--- src/rtl/register_file_if.sv ---
// Register-file access bundle: two read ports and one write port.
// The master drives addresses and write data; the slave returns read data.
interface register_file_if #(
    parameter int DATA_WIDTH = 32,
    parameter int ADDR_WIDTH = 5
);
    logic [ADDR_WIDTH-1:0] read_address_0;
    logic [ADDR_WIDTH-1:0] read_address_1;
    logic [ADDR_WIDTH-1:0] write_address_0;
    logic                  write_en;
    logic [DATA_WIDTH-1:0] write_data;
    logic [DATA_WIDTH-1:0] read_data_0;
    logic [DATA_WIDTH-1:0] read_data_1;

    modport master (
        output read_address_0,
        output read_address_1,
        output write_address_0,
        output write_en,
        output write_data,
        input  read_data_0,
        input  read_data_1
    );

    modport slave (
        input  read_address_0,
        input  read_address_1,
        input  write_address_0,
        input  write_en,
        input  write_data,
        output read_data_0,
        output read_data_1
    );
endinterface

--- src/rtl/register_file.sv ---
// 2**ADDR_WIDTH x DATA_WIDTH register file, two combinational reads, one synchronous write, r0 reads zero.
// Optional macro REGFILE_BYPASS_EN forwards same-cycle write data to a matching read port.
module register_file #(
    parameter int DATA_WIDTH = 32,
    parameter int ADDR_WIDTH = 5
) (
    input  logic           clk,
    input  logic           rst,
    register_file_if.slave s_rf
);
    localparam int NUM_REGS = 2 ** ADDR_WIDTH;

    logic [DATA_WIDTH-1:0] r_mem [NUM_REGS];
    logic                  w_wr_valid;
    logic [DATA_WIDTH-1:0] w_rd0;
    logic [DATA_WIDTH-1:0] w_rd1;

    // A write is qualified only when not in reset and not targeting r0.
    assign w_wr_valid = s_rf.write_en && !rst
                        && (s_rf.write_address_0 != {ADDR_WIDTH{1'b0}});

    // Storage update: reset clears everything and discards any concurrent write.
    always_ff @(posedge clk) begin
        if (rst) begin
            for (int i = 0; i < NUM_REGS; i++) begin
                r_mem[i] <= {DATA_WIDTH{1'b0}};
            end
        end else if (w_wr_valid) begin
            r_mem[s_rf.write_address_0] <= s_rf.write_data;
        end
    end

    // Read port 0: r0 is forced to zero regardless of what the array holds.
    always_comb begin
        w_rd0 = {DATA_WIDTH{1'b0}};
        if (s_rf.read_address_0 == {ADDR_WIDTH{1'b0}}) begin
            w_rd0 = {DATA_WIDTH{1'b0}};
`ifdef REGFILE_BYPASS_EN
        end else if (w_wr_valid && (s_rf.read_address_0 == s_rf.write_address_0)) begin
            w_rd0 = s_rf.write_data;
`endif
        end else begin
            w_rd0 = r_mem[s_rf.read_address_0];
        end
    end

    // Read port 1: identical to port 0, fully independent addressing.
    always_comb begin
        w_rd1 = {DATA_WIDTH{1'b0}};
        if (s_rf.read_address_1 == {ADDR_WIDTH{1'b0}}) begin
            w_rd1 = {DATA_WIDTH{1'b0}};
`ifdef REGFILE_BYPASS_EN
        end else if (w_wr_valid && (s_rf.read_address_1 == s_rf.write_address_0)) begin
            w_rd1 = s_rf.write_data;
`endif
        end else begin
            w_rd1 = r_mem[s_rf.read_address_1];
        end
    end

    assign s_rf.read_data_0 = w_rd0;
    assign s_rf.read_data_1 = w_rd1;

endmodule

--- src/flat_wrapper.sv ---
// flat-port wrapper written by rule: the top's interface ports become plain ports
module register_file_flat 
#(
    parameter int DATA_WIDTH = 32,
    parameter int ADDR_WIDTH = 5
)
  (clk, rst, s_rf_read_address_0, s_rf_read_address_1, s_rf_write_address_0, s_rf_write_en, s_rf_write_data, s_rf_read_data_0, s_rf_read_data_1);
  register_file_if #(.DATA_WIDTH(DATA_WIDTH), .ADDR_WIDTH(ADDR_WIDTH)) s_rf_i ();
  input  logic clk;
  input  logic rst;
  input wire logic [$bits(s_rf_i.read_address_0)-1:0] s_rf_read_address_0;
  input wire logic [$bits(s_rf_i.read_address_1)-1:0] s_rf_read_address_1;
  input wire logic [$bits(s_rf_i.write_address_0)-1:0] s_rf_write_address_0;
  input wire logic [$bits(s_rf_i.write_en)-1:0] s_rf_write_en;
  input wire logic [$bits(s_rf_i.write_data)-1:0] s_rf_write_data;
  output wire logic [$bits(s_rf_i.read_data_0)-1:0] s_rf_read_data_0;
  output wire logic [$bits(s_rf_i.read_data_1)-1:0] s_rf_read_data_1;
  assign s_rf_i.read_address_0 = s_rf_read_address_0;
  assign s_rf_i.read_address_1 = s_rf_read_address_1;
  assign s_rf_i.write_address_0 = s_rf_write_address_0;
  assign s_rf_i.write_en = s_rf_write_en;
  assign s_rf_i.write_data = s_rf_write_data;
  assign s_rf_read_data_0 = s_rf_i.read_data_0;
  assign s_rf_read_data_1 = s_rf_i.read_data_1;
  register_file #(.DATA_WIDTH(DATA_WIDTH), .ADDR_WIDTH(ADDR_WIDTH)) u_core (.clk(clk), .rst(rst), .s_rf(s_rf_i));
endmodule
--- config.mk ---
export PLATFORM = sky130hd
export DESIGN_NAME = register_file_flat
export DESIGN_NICKNAME = d
export VERILOG_FILES = /design/src/rtl/register_file_if.sv /design/src/rtl/register_file.sv /design/src/flat_wrapper.sv
export SDC_FILE = /design/constraint.sdc
export NUM_CORES = 2
export LEC_CHECK = 0
export CAP_MARGIN = 20
export CORE_MARGIN = 2
export CORE_UTILIZATION = 60
export CTS_CLUSTER_DIAMETER = 80
export DETAILED_ROUTE_END_ITERATION = 16
export PLACE_DENSITY = 0.77
export RECOVER_POWER = 50
export SLEW_MARGIN = 20
export SYNTH_ARGS = -nofsm -noshare
export SYNTH_HDL_FRONTEND = slang
export SYNTH_SLANG_ARGS = --single-unit
--- constraint.sdc ---
create_clock -name clk -period 6.7 [get_ports clk]
set_input_delay 1.34 -clock clk [delete_from_list [all_inputs] [get_ports clk]]
set_output_delay 1.34 -clock clk [all_outputs]
set_load 0.05 [all_outputs]
==> metrics.md <==
| Metric | Value |
|---|---|
| Tmin final | `6332 ps` |
| Async S/R FF share, synth | `0` |
| Post-CTS setup buffers | `0` |
| # port buffers | `113` |
| Die Area | `0.09421 mm²` |
| CP Max Fanout | `55` |
| Crit-path most repeated cell | `clkbuf_1` |
| Place WS | `1061 ps` |
| Max transition margin | `-1.618` |
| Final hold vios | `0` |
| Fillers | `6241` |
| Compound-Gate Fraction of Synth Area | `0.05190` |
| Largest net degree at the start of global routing | `79` |
| DR vias | `36231` |
| Initial Utilization | `0.6034` |
| Synth Area in Adders | `0` |
| Final Max Slew Viols | `1098` |
| Max reg flops | `1024` |
| Post-DRT Antenna Nets | `0` |
| Post-synthesis sequential area ratio | `0.5585` |
| Main combinational cell family by area after synthesis | `multiplexers` |
| CP Launch Point | `rst` |
| Biggest regs | `u_core.r_mem x1024` |
| Footprint of the multi-input gates | `0.02270 mm²` |
| CP Launch Type | `input pin` |
| Worst path max stage delay | `2790 ps` |
| GRT overflow | `0` |
| Initial antenna violation count | `11` |
| Final worst path period share | `0.9451` |
| Synth cell types | `41` |
| Sequential Area | `0.03075 mm²` |
| Lkg Pwr | `0.02098 µW` |
| Outcome | `finished, violations left` |
| Cells after DPL | `4838` |
| FP Rows | `111` |
| RSZ-0062 raised after global routing | `no` |
| Cell depth of the worst setup path | `4` |
| # IOs | `114` |
| Chip Height | `306.9 µm` |
| Top cell family by delay on the critical path | `buffers and inverters` |
| Routed WL | `171.5 mm` |
| Top reg by flops | `u_core.r_mem` |
| TNS Setup | `0 ps` |
| Hold WC Path Type | `input pin to flop` |
| Share of the synthesized area in the top cell type | `0.5585` |
| DRC violations left | `0` |
| Yosys warnings | `0` |
| Syn Area/Cell | `14.52 µm²` |
| H-Tree Depth | `3` |
| Crit Path Category | `input pin to flop` |
| First-pass GRT wire length | `245.9 mm` |
| Vias in the first global route | `35282` |
| Max_cap viols | `34` |
| Critical Path AT | `6680 ps` |
| Resize count post-CTS | `0` |
| TritonCTS clock tree | `built` |
| Fmax | `157.9 MHz` |
| Vias per cell | `7.189` |
| Worst Tran Pin Value | `3927 ps` |
| Simple-gate share of the synthesized area | `0.1363` |
| Clk sinks | `1024` |
| Synth Register Bits | `1024` |
| # setup viols final | `0` |
| CTS buffer count | `105` |
| CP bufs+invs | `3` |
| Clock slew at reported path FFs | `60 ps` |
| Final std cells w/o fill | `5040` |
| Post-Synth XOR/XNOR Area | `0` |
| Failing checks | `max-capacitance violations, max-slew violations` |
| Critical path required time | `7050 ps` |
| Critical path's slowest cell | `clkbuf_1` |
| Setup WS post-layout | `367.7 ps` |
| Hold path startpoint | `s_rf_write_data[29]` |
| Cells after Synth | `3793` |
| Top cells by area in the synthesized netlist | `edfxtp_1 56%, mux4_2 12%, and2_1 11%` |
| Drt wl/cell | `34.03 µm` |
| Hold Path Sink | `u_core.r_mem[1][29]` |
| Worst Hold Depth | `2` |
| Multiplexer area fraction after synthesis | `0.2189` |
| Nets@finish | `3809` |
| Hold-fix buffers, CTS | `0` |
| Share of cells above drive strength 1 | `0.1991` |
| Leading area contributor after synthesis | `edfxtp_1` |
| Mapped Area | `0.05506 mm²` |
| Final core occ | `0.6674` |
| Post-synth top cells | `1024 x edfxtp_1, 994 x and2_1, 320 x mux2i_1` |
| Clock tree buffer depth | `3` |
| Area Growth Syn to Fin | `10.60%` |
| Core Box Area | `0.09125 mm²` |
| GPL Wtd Cong | `0.9689` |
| TritonRoute pass-1 iters | `8` |
| Crit end category | `flop` |
| CP cell instances | `clkbuf_1 -> clkbuf_1 -> or2_0 -> buf_4` |
| Die Width | `306.9 µm` |
| Hpwl dp | `104.7 mm` |
| CTS Root Cell | `clkbuf_16` |
| Pwr Density | `257.9 mW/mm²` |
| Number of DRC markers in iteration 0 | `5720` |
| VDD IR-drop max | `238.8 µV` |
| EDFF count, synth | `1024` |
| GRT Resource Usage Total | `0.3641` |
| Cell with the most instances after synthesis | `edfxtp_1` |
| Top FF cell, synth | `edfxtp_1` |
report_power, final:
group / switching [µW] / leakage (µW) / internal [µW]
registers: 196 / 0.00975 / 7410
logic: 1320 / 0.00957 / 868
clock network: 2530 / 0.00166 / 3380
total: 4040 / 0.0210 / 11700
through the flow:
| step | power [µW] | hold slack, ps | cell area (µm²) |
|---|---|---|---|
| 2_1_floorplan | 8955 | 1538 | 55180 |
| 3_3_place_gp | 9818 | 2241 | 57610 |
| 3_5_place_dp | 9862 | 2059 | 57640 |
| 4_1_cts | 15640 | 1339 | 61030 |
| 5_1_grt | 16010 | 1345 | 60880 |
| 6_report | 15700 | 1344 | 60900 |
routing by layer:
metal  track usage  wire length [µm]
met1        0.4942             60370
met2        0.5466             76430
met3       0.08091             22530
met4        0.2125             12130
met5             0                90
cells in the final DEF, fill, tap and decap left out, types with 64 or more instances in the layout:
cell type	Yosys	routed
and2_0	0	507
buf_4	51	98
mux2i_1	320	320
a22oi_1	64	64
mux2_2	64	64
nand2_1	101	101
mux4_2	298	298
clkbuf_16	0	109
edfxtp_1	1024	1024
o221ai_1	64	64
and2_1	994	486
a211oi_1	64	64
worst max-delay path by stage:
| stage | end | slack, ps |
|---|---|---|
| after floorplan | s_rf_read_data_0[28] | 1660 |
| after global placement | s_rf_read_data_1[4] | 1110 |
| after detailed placement | s_rf_read_data_1[5] | 1060 |
| after CTS | s_rf_read_data_1[5] | 1060 |
| after global routing | u_core.r_mem[1][17] | 410 |
| final | u_core.r_mem[21][20] | 370 |
logic make-up (layout without fill, tap and decap cells):
family / count (synthesis) / in the layout
compound gates: 367 / 367
simple gates: 1251 / 1251
other cells: 1 / 39
flops: 1024 / 1024
buf+inv: 414 / 437
mux: 736 / 736
cell type report:
type | instances | area share
inverters | 2 | 0.0001438
well taps | 1186 | 0.02437
clock inverters | 64 | 0.009533
repair buffers | 240 | 0.04183
flip-flops and latches | 1024 | 0.5049
multi-input cells | 2386 | 0.3728
diodes | 7 | 0.0002876
clock buffers | 131 | 0.04615
(Power assumes the default switching activity.)
